<file path="src/rtl/loba_seq_ctrl.sv">
// loba_seq_ctrl: sequential LOBA (leading-one based) approximate multiplier.
// Each operand is reduced to two K-bit segments taken from its leading
// ones. The product of the segments is built one term per cycle.
//
// Ports:
//   clk, rst_n          clock, asynchronous active-low reset
//   in_valid / in_ready request handshake (ready only while idle)
//   a [NA], b [NB]      operands, captured on accept
//   mode [2]            number of extra partial-product terms (0..3)
//   out_valid/out_ready result handshake
//   r [NA+NB]           approximate product, held after hand-off
//   busy                high whenever the block is not idle
//
// Build option: define LOBA_SEQ_SIGNED_EN for two's-complement operands.
// Without it, a, b and r are unsigned and no sign logic exists.
module loba_seq_ctrl #(
    parameter int K  = 4,
    parameter int NA = 16,
    parameter int NB = 16
) (
    input  logic             clk,
    input  logic             rst_n,
    input  logic             in_valid,
    output logic             in_ready,
    input  logic [NA-1:0]    a,
    input  logic [NB-1:0]    b,
    input  logic [1:0]       mode,
    output logic             out_valid,
    input  logic             out_ready,
    output logic [NA+NB-1:0] r,
    output logic             busy
);

    localparam int W  = NA + NB;
    localparam int NM = (NA > NB) ? NA : NB;
    localparam int KW = $clog2(NM);
    localparam int SW = $clog2(W) + 1;

    localparam logic [1:0] S_IDLE  = 2'd0;
    localparam logic [1:0] S_SPLIT = 2'd1;
    localparam logic [1:0] S_ACC   = 2'd2;
    localparam logic [1:0] S_DONE  = 2'd3;

    logic [1:0]    state;
    logic [NA-1:0] a_q;
    logic [NB-1:0] b_q;
    logic [1:0]    mode_q;
    logic [1:0]    cnt;
    logic [W-1:0]  acc;
    logic [K-1:0]  ah, al, bh, bl;
    logic [KW-1:0] kha, kla, khb, klb;
`ifdef LOBA_SEQ_SIGNED_EN
    logic          neg_q;
`endif

    // Index of the leading one, never below K-1 so a full
    // K-bit window always fits under it.
    function automatic logic [KW-1:0] top_idx(
        input logic [NM-1:0] x
    );
        logic [KW-1:0] k;
        k = KW'(K-1);
        for (int i = K; i < NM; i++) begin
            if (x[i]) k = KW'(i);
        end
        return k;
    endfunction

    // K-bit window ending at bit k.
    function automatic logic [K-1:0] seg(
        input logic [NM-1:0] x,
        input logic [KW-1:0] k
    );
        return K'(x >> (k - KW'(K-1)));
    endfunction

    // Bits strictly below the window ending at bit k.
    function automatic logic [NM-1:0] low_part(
        input logic [NM-1:0] x,
        input logic [KW-1:0] k
    );
        logic [NM-1:0] m;
        m = (NM'(1) << (k - KW'(K-1))) - NM'(1);
        return x & m;
    endfunction

    // Segment extraction for the captured operands.
    logic [NM-1:0] xa, xb, la, lb;
    logic [KW-1:0] kha_c, kla_c, khb_c, klb_c;

    always_comb begin
        xa    = NM'(a_q);
        xb    = NM'(b_q);
        kha_c = top_idx(xa);
        khb_c = top_idx(xb);
        la    = low_part(xa, kha_c);
        lb    = low_part(xb, khb_c);
        kla_c = top_idx(la);
        klb_c = top_idx(lb);
    end

    // Current term: cnt[1] picks the a segment, cnt[0] the b segment,
    // giving the order hh, hl, lh, ll.
    logic [K-1:0]   pa, pb;
    logic [KW-1:0]  ka, kb;
    logic [2*K-1:0] prod;
    logic [SW-1:0]  sh;
    logic [W-1:0]   term;
    logic [W-1:0]   sum;
    logic [W-1:0]   fin;

    always_comb begin
        pa   = cnt[1] ? al  : ah;
        ka   = cnt[1] ? kla : kha;
        pb   = cnt[0] ? bl  : bh;
        kb   = cnt[0] ? klb : khb;
        prod = {{K{1'b0}}, pa} * {{K{1'b0}}, pb};
        sh   = SW'(ka) + SW'(kb) - SW'(2*(K-1));
        term = W'(prod) << sh;
        sum  = acc + term;
`ifdef LOBA_SEQ_SIGNED_EN
        fin  = neg_q ? (~sum + W'(1)) : sum;
`else
        fin  = sum;
`endif
    end

    assign in_ready  = (state == S_IDLE);
    assign busy      = (state != S_IDLE);
    assign out_valid = (state == S_DONE);

    always_ff @(posedge clk or negedge rst_n) begin
        if (!rst_n) begin
            state  <= S_IDLE;
            a_q    <= '0;
            b_q    <= '0;
            mode_q <= '0;
            cnt    <= '0;
            acc    <= '0;
            ah     <= '0;
            al     <= '0;
            bh     <= '0;
            bl     <= '0;
            kha    <= '0;
            kla    <= '0;
            khb    <= '0;
            klb    <= '0;
            r      <= '0;
`ifdef LOBA_SEQ_SIGNED_EN
            neg_q  <= 1'b0;
`endif
        end else begin
            unique case (state)
                S_IDLE: begin
                    if (in_valid) begin
`ifdef LOBA_SEQ_SIGNED_EN
                        // Most negative value maps to 2^(N-1),
                        // which still fits as an unsigned magnitude.
                        a_q   <= a[NA-1] ? (~a + NA'(1)) : a;
                        b_q   <= b[NB-1] ? (~b + NB'(1)) : b;
                        neg_q <= a[NA-1] ^ b[NB-1];
`else
                        a_q   <= a;
                        b_q   <= b;
`endif
                        mode_q <= mode;
                        state  <= S_SPLIT;
                    end
                end
                S_SPLIT: begin
                    ah    <= seg(xa, kha_c);
                    al    <= seg(la, kla_c);
                    bh    <= seg(xb, khb_c);
                    bl    <= seg(lb, klb_c);
                    kha   <= kha_c;
                    kla   <= kla_c;
                    khb   <= khb_c;
                    klb   <= klb_c;
                    acc   <= '0;
                    cnt   <= '0;
                    state <= S_ACC;
                end
                S_ACC: begin
                    acc <= sum;
                    cnt <= cnt + 2'd1;
                    if (cnt == mode_q) begin
                        r     <= fin;
                        state <= S_DONE;
                    end
                end
                S_DONE: begin
                    if (out_ready) state <= S_IDLE;
                end
                default: state <= S_IDLE;
            endcase
        end
    end

endmodule

</file>
<file path="config.mk">
export PLATFORM = sky130hd
export DESIGN_NAME = loba_seq_ctrl
export DESIGN_NICKNAME = d
export VERILOG_FILES = /design/src/rtl/loba_seq_ctrl.sv
export SDC_FILE = /design/constraint.sdc
export NUM_CORES = 1
export LEC_CHECK = 0
export CAP_MARGIN = 20
export CORE_MARGIN = 8
export CORE_UTILIZATION = 40
export CTS_CLUSTER_SIZE = 14
export DETAILED_ROUTE_END_ITERATION = 12
export GPL_TIMING_DRIVEN = 0
export PLACE_DENSITY = 0.66
export SLEW_MARGIN = 10
export SYNTH_ARGS = -nofsm -noshare
export SYNTH_HDL_FRONTEND = slang
export SYNTH_SLANG_ARGS = --single-unit
</file>
<file path="constraint.sdc">
create_clock -name clk -period 11.25 [get_ports clk]
set_input_delay 1.125 -clock clk [delete_from_list [all_inputs] [get_ports clk]]
set_output_delay 1.125 -clock clk [all_outputs]
set_load 0.01 [all_outputs]
</file>
==> metrics.txt <==
worst setup path end=bl[1]; Worst Reg-to-Reg Cells=30; setup ws final=3.02 ns; ant diodes=0; vias in the first global route=10622; first-pass GRT wire length=54600 um; Post-synth ARST share=1.00; largest net degree at the start of global routing=89; IO Port Bufs=72; CTS tree=built; total nets after synthesis=1471; CP startpoint kind=register; Max Cap Viol=0; Die Ht=186 um; Max stage delay on crit path=1.01 ns; post-synth cell types=89; setup TNS=0 ns; Detail Route Antenna Nets=0; Tcrit/Tclk final=0.731; reg2reg start=b_q[4]; GRT Residual Overflow=0; Tightest Pin Transition=1.13 ns; Final GP Congestion=0.948; total die area=34500 um^2; Initial Utilization=0.403; reg2reg setup slack=3.02 ns; worst min path class=reg -> reg; Num CTS Buffers=17; share of cells above drive strength 1=0.110; Sink Count=134; top cell type by total area after synthesis=dfrtp_1; Routed wire per std cell=17.8 um; Synth top area share=0.291; endpoints failing setup=0; initial drt markers=847; Post-Synthesis Cells=1361; CTS root buf=clkbuf_16; drt pass-1 iters=6; row count=62; Post-CTS Setup Repair Bufs=0; hold buffers post-CTS=0; synthesized area=11500 um^2; ranking of synthesized cells by area=dfrtp_1 29%, ha_1 7.2%, mux2_2 5.2%; outcome=completed; Crit Path Class=reg -> reg; clk_skew=0.0189 ns; total track usage=0.193; RSZ-0062 raised after global routing=false; final WL=33000 um; FF-to-FF End=bl[1]; Ys Warns=0; nets=1563; Resize count post-CTS=0; HPWL after DPL=25500 um; H-tree depth=4; post-synthesis average cell area=8.46 um^2; final hold vios=0; worst-skew pair later-pin latency=0.44 ns; Via Count=10743; initial antenna violation count=0; sequential-to-total area share from yosys stat=0.291; DRC=0; Worst Path Arrival=8.56 ns; #FFs+latches synth=134; EDFF count, synth=0; Die Width=186 um; Fmax achieved=0.122 GHz; Tmin final=8.23 ns; Slowest cell on crit path=a2111oi_1; start point of the critical path=b_q[4]; vias per cell=5.81; Core Box Area=28500 um^2; Synth top cells by count=146 x nor2_1, 134 x dfrtp_1, 129 x nand2_1, 99 x o21ai_0, 91 x a21oi_1; most common flop cell mapped by yosys=dfrtp_1; Slew Viols, Final=0; area grow syn2layout=15.8%; CTS max path bufs=2; CTS clk-pin slew, worst paths=0.06 ns; slew margin rel.=0.243; Critical Path Fanout Max=11; top-count cell post-synth=nor2_1; CP required=11.58 ns; CP endpoint kind=register; worst slack at placement=3.03 ns; # fillers=2873; most numerous cell on the critical path=clkbuf_1; I/O pin count=73
[stage by stage]
stage               instances  hold slack, ns   util  area [um^2]
finish                   1850           0.473  0.467        13300
global route             1850           0.495  0.467        13300
CTS                      1850           0.485  0.467        13300
detailed placement       1818           0.470  0.447        12700
global placement         1817           0.460  0.446        12700
floorplan                1361           0.444      -        11500
[critical path, delay by kind of cell, from the launching register on]
kind	cells	cell delay (ns)
AO/OA/AOI/OAI	13	3.03
adder cells (fa/ha/maj)	3	0.82
flip-flops	1	0.33
AND/OR/NAND/NOR	5	1.20
XOR/XNOR	2	0.86
buffers and inverters	7	1.85
[state kept, by name (all words and copies together), names as in the netlist]
signal,flops
a_q,16
acc,32
ah,4
al,4
b_q,16
bh,4
bl,4
cnt,2
kha,4
khb,4
kla,4
klb,4
mode_q,2
r,32
state,2
[layer usage]
layer	share of wire	routed length (um)	up-vias	track usage
met4	0.014	474	0	0.0457
li1	-	-	5188	-
met2	0.48	15800	387	0.333
met5	0	0	-	0
met3	0.058	1920	43	0.0293
met1	0.45	14800	5125	0.251
[final cells by class]
class,count,area [um^2],share of cell area
multi-input cells,1090,7600,0.570
flip-flops and latches,134,3350,0.251
repair buffers,73,749,0.0562
well taps,384,480,0.0360
clock buffers,17,425,0.0319
plain buffers,76,333,0.0249
inverters,61,229,0.0172
clock inverters,15,168,0.0126
[placed cells by master, fill, tap and decap left out, types with 28 or more instances in the layout]
| cell | n |
|---|---|
| o2bb2ai_1 | 28 |
| nand3_1 | 46 |
| mux2_2 | 53 |
| nand2_1 | 129 |
| nor3_1 | 28 |
| clkdlybuf4s50_1 | 71 |
| clkbuf_1 | 60 |
| o21ai_0 | 99 |
| dfrtp_1 | 134 |
| mux2i_1 | 38 |
| a21oi_1 | 91 |
| nor2_1 | 146 |
| inv_1 | 58 |
| ha_1 | 66 |
[kinds of logic after synthesis]
| kind of cell | share of synthesized area |
|---|---|
| flip-flops | 0.291 |
| AO/OA/AOI/OAI | 0.243 |
| buffers and inverters | 0.0488 |
| adder cells (fa/ha/maj) | 0.0821 |
| multiplexers | 0.113 |
| XOR/XNOR | 0.0349 |
| AND/OR/NAND/NOR | 0.187 |
[worst min path at each step]
stage               startpoint  endpoint  slack [ns]  cells after the start
floorplan               kla[0]    kla[0]        0.44                      2
global placement          r[5]      r[5]        0.46                      2
detailed placement       r[17]     r[17]        0.47                      2
CTS                      r[17]     r[17]        0.48                      2
global route             bl[0]     bl[0]        0.50                      1
finish                   r[17]     r[17]        0.47                      2
Power is not shown: default switching activity piles up to over one toggle a cycle in this logic, so the estimate is an artifact.
